## src/rtl/id_rm_pipe_pkg.sv

```systemverilog
// Shared decode constants for the R/M-type issue stage.
// Latency: n/a (constants, types and a pure decode helper only).
// Backpressure: n/a.
// Contents: default widths, opcode/funct7 codes, zero-register index,
//           enable/disable levels, instruction class enum and classifier.
package id_rm_pipe_pkg;

   localparam int DEF_DATA_WIDTH  = 32;
   localparam int DEF_RADDR_WIDTH = 5;
   localparam int DEF_MAX_PEND    = 4;

   localparam logic [6:0] INST_TYPE_R_M = 7'b0110011;
   localparam logic [6:0] FUNCT7_BASE   = 7'b0000000;
   localparam logic [6:0] FUNCT7_ALT    = 7'b0100000;
   localparam logic [6:0] FUNCT7_MUL    = 7'b0000001;

   localparam int ZERO_REG = 0;

   localparam logic WRITE_ENABLE  = 1'b1;
   localparam logic WRITE_DISABLE = 1'b0;
   localparam logic READ_ENABLE   = 1'b1;
   localparam logic READ_DISABLE  = 1'b0;

   typedef enum logic [1:0] {
      CLS_OTHER   = 2'd0,
      CLS_ALU     = 2'd1,
      CLS_MUL     = 2'd2,
      CLS_ILLEGAL = 2'd3
   } inst_cls_e;

   function automatic inst_cls_e classify(input logic [6:0] opcode, input logic [6:0] funct7);
      inst_cls_e cls;
      cls = CLS_OTHER;
      if (opcode == INST_TYPE_R_M) begin
         if (funct7 == FUNCT7_BASE || funct7 == FUNCT7_ALT) cls = CLS_ALU;
         else if (funct7 == FUNCT7_MUL)                       cls = CLS_MUL;
         else                                                  cls = CLS_ILLEGAL;
      end
      return cls;
   endfunction

endpackage

```

## src/rtl/id_rm_pipe_scoreboard.sv

```systemverilog
// Busy-bit scoreboard and pending counter for outstanding M-unit writebacks.
// Latency: set/clear take effect on the next clock edge (no same-cycle bypass).
// Backpressure: none itself; full_o is consumed by the issue stage as a stall.
// Ports: clk/rst; set_i/set_addr_i (M-type issue); clr_i/clr_addr_i (writeback);
//        busy_o (one bit per register); full_o (pending count at MAX_PEND).
module id_rm_scoreboard
   import id_rm_pipe_pkg::*;
#(
   parameter int RADDR_WIDTH = DEF_RADDR_WIDTH,
   parameter int MAX_PEND    = DEF_MAX_PEND
) (
   input  logic                          clk,
   input  logic                          rst,
   input  logic                          set_i,
   input  logic [RADDR_WIDTH-1:0]        set_addr_i,
   input  logic                          clr_i,
   input  logic [RADDR_WIDTH-1:0]        clr_addr_i,
   output logic [(1<<RADDR_WIDTH)-1:0]   busy_o,
   output logic                          full_o
);

   localparam int NREG = 1 << RADDR_WIDTH;

   logic [NREG-1:0]        busy_q, busy_d;
   logic [RADDR_WIDTH-1:0] cnt_q, cnt_d;
   logic                   set_eff, clr_eff;

   // x0 is never tracked; a writeback to a register that is not busy is a no-op.
   assign set_eff = set_i && (set_addr_i != RADDR_WIDTH'(ZERO_REG));
   assign clr_eff = clr_i && busy_q[clr_addr_i];

   // Clear first, then set, so a same-address collision leaves the bit set
   // while the counter still sees both events.
   always_comb begin
      busy_d = busy_q;
      cnt_d  = cnt_q;
      if (clr_eff) begin
         busy_d[clr_addr_i] = 1'b0;
         cnt_d              = cnt_d - RADDR_WIDTH'(1);
      end
      if (set_eff) begin
         busy_d[set_addr_i] = 1'b1;
         cnt_d              = cnt_d + RADDR_WIDTH'(1);
      end
      busy_d[ZERO_REG] = 1'b0;
   end

   always_ff @(posedge clk) begin
      if (rst) begin
         busy_q <= '0;
         cnt_q  <= '0;
      end else begin
         busy_q <= busy_d;
         cnt_q  <= cnt_d;
      end
   end

   assign busy_o = busy_q;
   assign full_o = (cnt_q == RADDR_WIDTH'(MAX_PEND));

endmodule

```

## src/rtl/id_rm_pipe.sv

```systemverilog
// Decode/register-read stage for R-type and M-type ops with hazard stalling.
// Latency: one cycle from accept to out_valid_o; regfile reads are same-cycle.
// Backpressure: output register holds while out_ready_i is low; inst_ready_o
//               drops on a full output, a scoreboard hazard, flush_i or rst.
// Ports: inst_* handshake in; reg1/reg2 read port out/in; out_* decoded op
//        with out_ready_i; flush_i; m_wb_* M-unit writeback completion.
module id_rm_pipe
   import id_rm_pipe_pkg::*;
#(
   parameter int DATA_WIDTH  = DEF_DATA_WIDTH,
   parameter int RADDR_WIDTH = DEF_RADDR_WIDTH,
   parameter int MAX_PEND    = DEF_MAX_PEND
) (
   input  logic                   clk,
   input  logic                   rst,
   input  logic                   inst_valid_i,
   input  logic [DATA_WIDTH-1:0]  inst_i,
   output logic                   inst_ready_o,
   output logic [RADDR_WIDTH-1:0] reg1_raddr_o,
   output logic [RADDR_WIDTH-1:0] reg2_raddr_o,
   output logic                   reg1_re_o,
   output logic                   reg2_re_o,
   input  logic [DATA_WIDTH-1:0]  reg1_rdata_i,
   input  logic [DATA_WIDTH-1:0]  reg2_rdata_i,
   input  logic                   flush_i,
   output logic                   out_valid_o,
   input  logic                   out_ready_i,
   output logic [DATA_WIDTH-1:0]  op1_o,
   output logic [DATA_WIDTH-1:0]  op2_o,
   output logic                   reg_we_o,
   output logic [RADDR_WIDTH-1:0] reg_waddr_o,
   output logic [2:0]             funct3_o,
   output logic                   alt_o,
   output logic                   is_m_o,
   output logic                   illegal_o,
   input  logic                   m_wb_valid_i,
   input  logic [RADDR_WIDTH-1:0] m_wb_addr_i
);

   localparam logic [RADDR_WIDTH-1:0] ZERO_ADDR = RADDR_WIDTH'(ZERO_REG);

   logic [RADDR_WIDTH-1:0] rd, rs1, rs2;
   logic [2:0]             funct3;
   inst_cls_e              cls;
   logic                   is_rm, hazard, accept, sb_full;
   logic [(1<<RADDR_WIDTH)-1:0] busy;

   logic                   out_valid_q, out_valid_d;
   logic [DATA_WIDTH-1:0]  op1_q, op1_d, op2_q, op2_d;
   logic                   reg_we_q, reg_we_d;
   logic [RADDR_WIDTH-1:0] reg_waddr_q, reg_waddr_d;
   logic [2:0]             funct3_q, funct3_d;
   logic                   alt_q, alt_d, is_m_q, is_m_d, illegal_q, illegal_d;

   assign rd     = RADDR_WIDTH'(inst_i[11:7]);
   assign rs1    = RADDR_WIDTH'(inst_i[19:15]);
   assign rs2    = RADDR_WIDTH'(inst_i[24:20]);
   assign funct3 = inst_i[14:12];
   assign cls    = classify(inst_i[6:0], inst_i[31:25]);
   assign is_rm  = inst_valid_i && (cls == CLS_ALU || cls == CLS_MUL);

   assign reg1_raddr_o = is_rm ? rs1 : ZERO_ADDR;
   assign reg2_raddr_o = is_rm ? rs2 : ZERO_ADDR;
   assign reg1_re_o    = is_rm ? READ_ENABLE : READ_DISABLE;
   assign reg2_re_o    = is_rm ? READ_ENABLE : READ_DISABLE;

   // Checking rd as well as the sources avoids a WAW race with an in-flight
   // M-unit result landing after this op's own writeback.
   assign hazard = is_rm && ((busy[rs1] && rs1 != ZERO_ADDR) ||
                             (busy[rs2] && rs2 != ZERO_ADDR) ||
                             (busy[rd]  && rd  != ZERO_ADDR) ||
                             (cls == CLS_MUL && sb_full));

   assign inst_ready_o = (!out_valid_q || out_ready_i) && !hazard && !flush_i && !rst;
   assign accept       = inst_valid_i && inst_ready_o;

   id_rm_scoreboard #(
      .RADDR_WIDTH (RADDR_WIDTH),
      .MAX_PEND    (MAX_PEND)
   ) u_scoreboard (
      .clk        (clk),
      .rst        (rst),
      .set_i      (accept && cls == CLS_MUL),
      .set_addr_i (rd),
      .clr_i      (m_wb_valid_i),
      .clr_addr_i (m_wb_addr_i),
      .busy_o     (busy),
      .full_o     (sb_full)
   );

   // Non-R/M opcodes still produce a valid all-zero bubble so downstream
   // sees one slot per accepted instruction.
   always_comb begin
      out_valid_d = out_valid_q;
      op1_d       = op1_q;
      op2_d       = op2_q;
      reg_we_d    = reg_we_q;
      reg_waddr_d = reg_waddr_q;
      funct3_d    = funct3_q;
      alt_d       = alt_q;
      is_m_d      = is_m_q;
      illegal_d   = illegal_q;
      if (flush_i) begin
         out_valid_d = 1'b0;
      end else if (accept) begin
         out_valid_d = 1'b1;
         op1_d       = '0;
         op2_d       = '0;
         reg_we_d    = WRITE_DISABLE;
         reg_waddr_d = ZERO_ADDR;
         funct3_d    = 3'b000;
         alt_d       = 1'b0;
         is_m_d      = 1'b0;
         illegal_d   = 1'b0;
         case (cls)
            CLS_ALU, CLS_MUL: begin
               op1_d       = reg1_rdata_i;
               op2_d       = reg2_rdata_i;
               reg_we_d    = WRITE_ENABLE;
               reg_waddr_d = rd;
               funct3_d    = funct3;
               alt_d       = inst_i[30];
               is_m_d      = (cls == CLS_MUL);
            end
            CLS_ILLEGAL: illegal_d = 1'b1;
            default: ;
         endcase
      end else if (out_ready_i) begin
         out_valid_d = 1'b0;
      end
   end

   always_ff @(posedge clk) begin
      if (rst) begin
         out_valid_q <= 1'b0;
         op1_q       <= '0;
         op2_q       <= '0;
         reg_we_q    <= WRITE_DISABLE;
         reg_waddr_q <= '0;
         funct3_q    <= '0;
         alt_q       <= 1'b0;
         is_m_q      <= 1'b0;
         illegal_q   <= 1'b0;
      end else begin
         out_valid_q <= out_valid_d;
         op1_q       <= op1_d;
         op2_q       <= op2_d;
         reg_we_q    <= reg_we_d;
         reg_waddr_q <= reg_waddr_d;
         funct3_q    <= funct3_d;
         alt_q       <= alt_d;
         is_m_q      <= is_m_d;
         illegal_q   <= illegal_d;
      end
   end

   assign out_valid_o = out_valid_q;
   assign op1_o       = op1_q;
   assign op2_o       = op2_q;
   assign reg_we_o    = reg_we_q;
   assign reg_waddr_o = reg_waddr_q;
   assign funct3_o    = funct3_q;
   assign alt_o       = alt_q;
   assign is_m_o      = is_m_q;
   assign illegal_o   = illegal_q;

endmodule

```

## config.mk

```make
export PLATFORM = sky130hd
export DESIGN_NAME = id_rm_pipe
export DESIGN_NICKNAME = d
export VERILOG_FILES = /design/src/rtl/id_rm_pipe_pkg.sv /design/src/rtl/id_rm_pipe_scoreboard.sv /design/src/rtl/id_rm_pipe.sv
export SDC_FILE = /design/constraint.sdc
export NUM_CORES = 1
export LEC_CHECK = 0
export CORE_MARGIN = 10
export CORE_UTILIZATION = 50
export DETAILED_ROUTE_END_ITERATION = 6
export PLACE_DENSITY_LB_ADDON = 0.05
export SYNTH_ARGS = -nofsm -noshare
export SYNTH_HDL_FRONTEND = slang
export SYNTH_SLANG_ARGS = --single-unit
```

## constraint.sdc

```tcl
create_clock -name clk -period 9.05 [get_ports clk]
set_clock_uncertainty 0.15 [all_clocks]
set_input_delay 2.715 -clock clk [delete_from_list [all_inputs] [get_ports clk]]
set_output_delay 2.715 -clock clk [all_outputs]
set_load 0.02 [all_outputs]
```

==> results_dict.tcl <==
set metrics [dict create \
    synth.most_common_cell "dfxtp_1" \
    cts_resized 0 \
    clk_latency_ns 0.41 \
    fin_crit_sh_pct 96.3 \
    route.met2.wl_mm 10.4 \
    synthesis.instances 704 \
    ys_async_sr_fraction_pct 0 \
    row_count 39 \
    finalInstanceArea_sq_um 8530 \
    hold_ws_ns 0.298 \
    place.gp.congestion 1.00 \
    fin_cells 1024 \
    m1WireLength_mm 8.57 \
    numCtsBuffers 17 \
    placed_cells 991 \
    max_stage_delay_ns 0.73 \
    areaGrowthSynthToFinish_pct 44.6 \
    core_area_sq_um 11500 \
    cp_max_fo 7 \
    synthXorXnorAreaFrac_pct 0.891 \
    die_y_microns 129 \
    synthMuxAreaShare_pct 12.3 \
    ctsHtreeMaxLevel 4 \
    p_per_area_nw_per_um2 158 \
    hp-class "reg -> reg" \
    netlist_top_cells_area "dfxtp_1, nand3_1, a21oi_1, nand2_1, mux4_2" \
    placed_cell_area_sq_um 7880 \
    cts_tree "done" \
    yosysWarnings 0 \
    start_util_pct 51.4 \
    grt_pass1_wl_mm 34.3 \
    crit_arrival_ns 5.85 \
    setup_ws_ns 0.335 \
    met3_length_mm 3.10 \
    cts_num_sinks 113 \
    grt_overflow_total 0 \
    synth-edff-count 0 \
    vias 6334 \
    cpMaxStageDelayCell "clkdlybuf4s50_1" \
    synth.largest_area_cell "dfxtp_1" \
    ys_types 52 \
    viasPerCell 6.19 \
    dpl.hpwl_mm 16.1 \
    start_kind "primary input" \
    synth_commonest_cells "dfxtp_1, nand2_1, nand3_1" \
    slew_headroom_pct 29.7 \
    path_clk_slew_ns 0.06 \
    die-area_sq_um 16500 \
    worst-setup-path-type "in -> out" \
    routed.top_layer "met4" \
    cellLeakagePower_nw 2.90 \
    fin_nets 978 \
    hold_violations 0 \
    totalWireLength_mm 22.7 \
    grtUsageTotal_pct 26.1 \
    critPathRequiredTime_ns 6.19 \
    fmax_mhz 115 \
    syn_area_sq_um 5900 \
    synthAdderAreaFrac_pct 0.849 \
    die_w_microns 129 \
    grt_pass1_vias 6172 \
    post_cts_buffers 0 \
    drc 0 \
    maxCapViolCount 0 \
    tns_ns 0 \
    first_pass_iters 5 \
    cp-end-kind "primary output" \
    tightest_slew_ns 1.05 \
    grt_start_max_net_pins 85 \
    io_pins 197 \
    drt_iter0_drc 657 \
    io_buffers 196 \
    ant_nets 0 \
    synth_top_area_share_pct 38.4 \
    dpl_worst_slack_ns 0.369 \
    ir_drop_mv 0.141 \
    synth-seq-area-share_pct 38.4 \
    crit_chain "clkdlybuf4s50_1, buf_4, mux4_2, mux2i_1, or3_1, o311ai_1, o41ai_1, and2_1, clkdlybuf4s50_1" \
    cp_common_cell "clkdlybuf4s50_1" \
    rsz0062_at_grt "false" \
    synth_top_family_by_area "simple AND/OR/NAND/NOR gates" \
    syn_area_per_cell_sq_um 8.38 \
    final_util_pct 74.4 \
    drv_slew 0 \
    clockBufferDepth 2 \
    power.total_mw 1.34 \
    setup_viol 0 \
    status "finished clean" \
    synth-compound-area-share_pct 18.2 \
    synth_seq_cells 113 \
    drive_gt1_share_pct 8.98 \
    cts_root_buf "clkbuf_16" \
    synthFlopType "dfxtp_1" \
    post-route-min-period_ns 8.71 \
    wl_per_cell_microns 22.1 \
    grt_antenna_before_repair 1 \
    yosys.area_share.simple_pct 24.2 \
    hold_buffers 0 \
    syn_nets 815 \
]
## flip-flops by register name, indices dropped and copies added, names as in the netlist
| signal | count |
|---|---|
| op1_o | 32 |
| reg_we_o | 1 |
| u_scoreboard.busy_o | 31 |
| reg_waddr_o | 5 |
| funct3_o | 3 |
| alt_o | 1 |
| op2_o | 32 |
| is_m_o | 1 |
| out_valid_o | 1 |
| u_scoreboard.cnt_q | 5 |
| illegal_o | 1 |
## final cells by class
| type | count | area, sq um |
|---|---|---|
| multi-input cells | 514 | 3340 |
| fillers | 834 | 2940 |
| flip-flops and latches | 113 | 2260 |
| repair buffers | 207 | 2040 |
| clock buffers | 20 | 467 |
| clock inverters | 12 | 181 |
| well taps | 143 | 179 |
| inverters | 14 | 52.6 |
| diodes | 1 | 2.50 |
## critical path: cells and delay by family
kind | cells | cell delay, ns
compound gates | 2 | 0.56
buf+inv | 3 | 1.63
mux | 2 | 0.65
simple gates | 2 | 0.29
## routing by layer
| layer | vias up | GRT usage (%) |
|---|---|---|
| met5 | - | 0 |
| met2 | 375 | 40.9 |
| met3 | 40 | 12.7 |
| li1 | 2919 | - |
| met4 | 0 | 8.38 |
| met1 | 3000 | 30.9 |
## report_power, final
part,switching [mW],internal (mW),total [mW]
clock network,0.243,0.483,0.725
registers,0.000256,0.498,0.498
logic,0.0623,0.0570,0.119
## cells by family after synthesis
group | after synthesis
compound gates | 168
xor+xnor | 6
fa+ha+maj | 4
buf+inv | 77
flops | 113
mux | 51
simple gates | 285
## final timing paths
kind	from	endpoint	slack, ns	cells past startpoint
worst max-delay path	inst_i[20]	inst_ready_o	0.34	9
worst min-delay path	op1_o[17]	op1_o[17]	0.30	2
worst max register to register	u_scoreboard.busy_o[16]	u_scoreboard.cnt_q[4]	5.03	8
worst min register to register	op1_o[17]	op1_o[17]	0.30	2
## layout by cell type, fill, tap and decap left out, drive strengths merged, types with 13 or more instances in the layout
master,instances
clkbuf,20
nand3,90
mux4,17
mux2i,31
nor2,13
clkdlybuf4s50,195
dfxtp,113
a21oi,83
o211ai,19
inv,14
nand2,102
o31ai,24
Note: power is estimated with default switching activity, not from simulation.
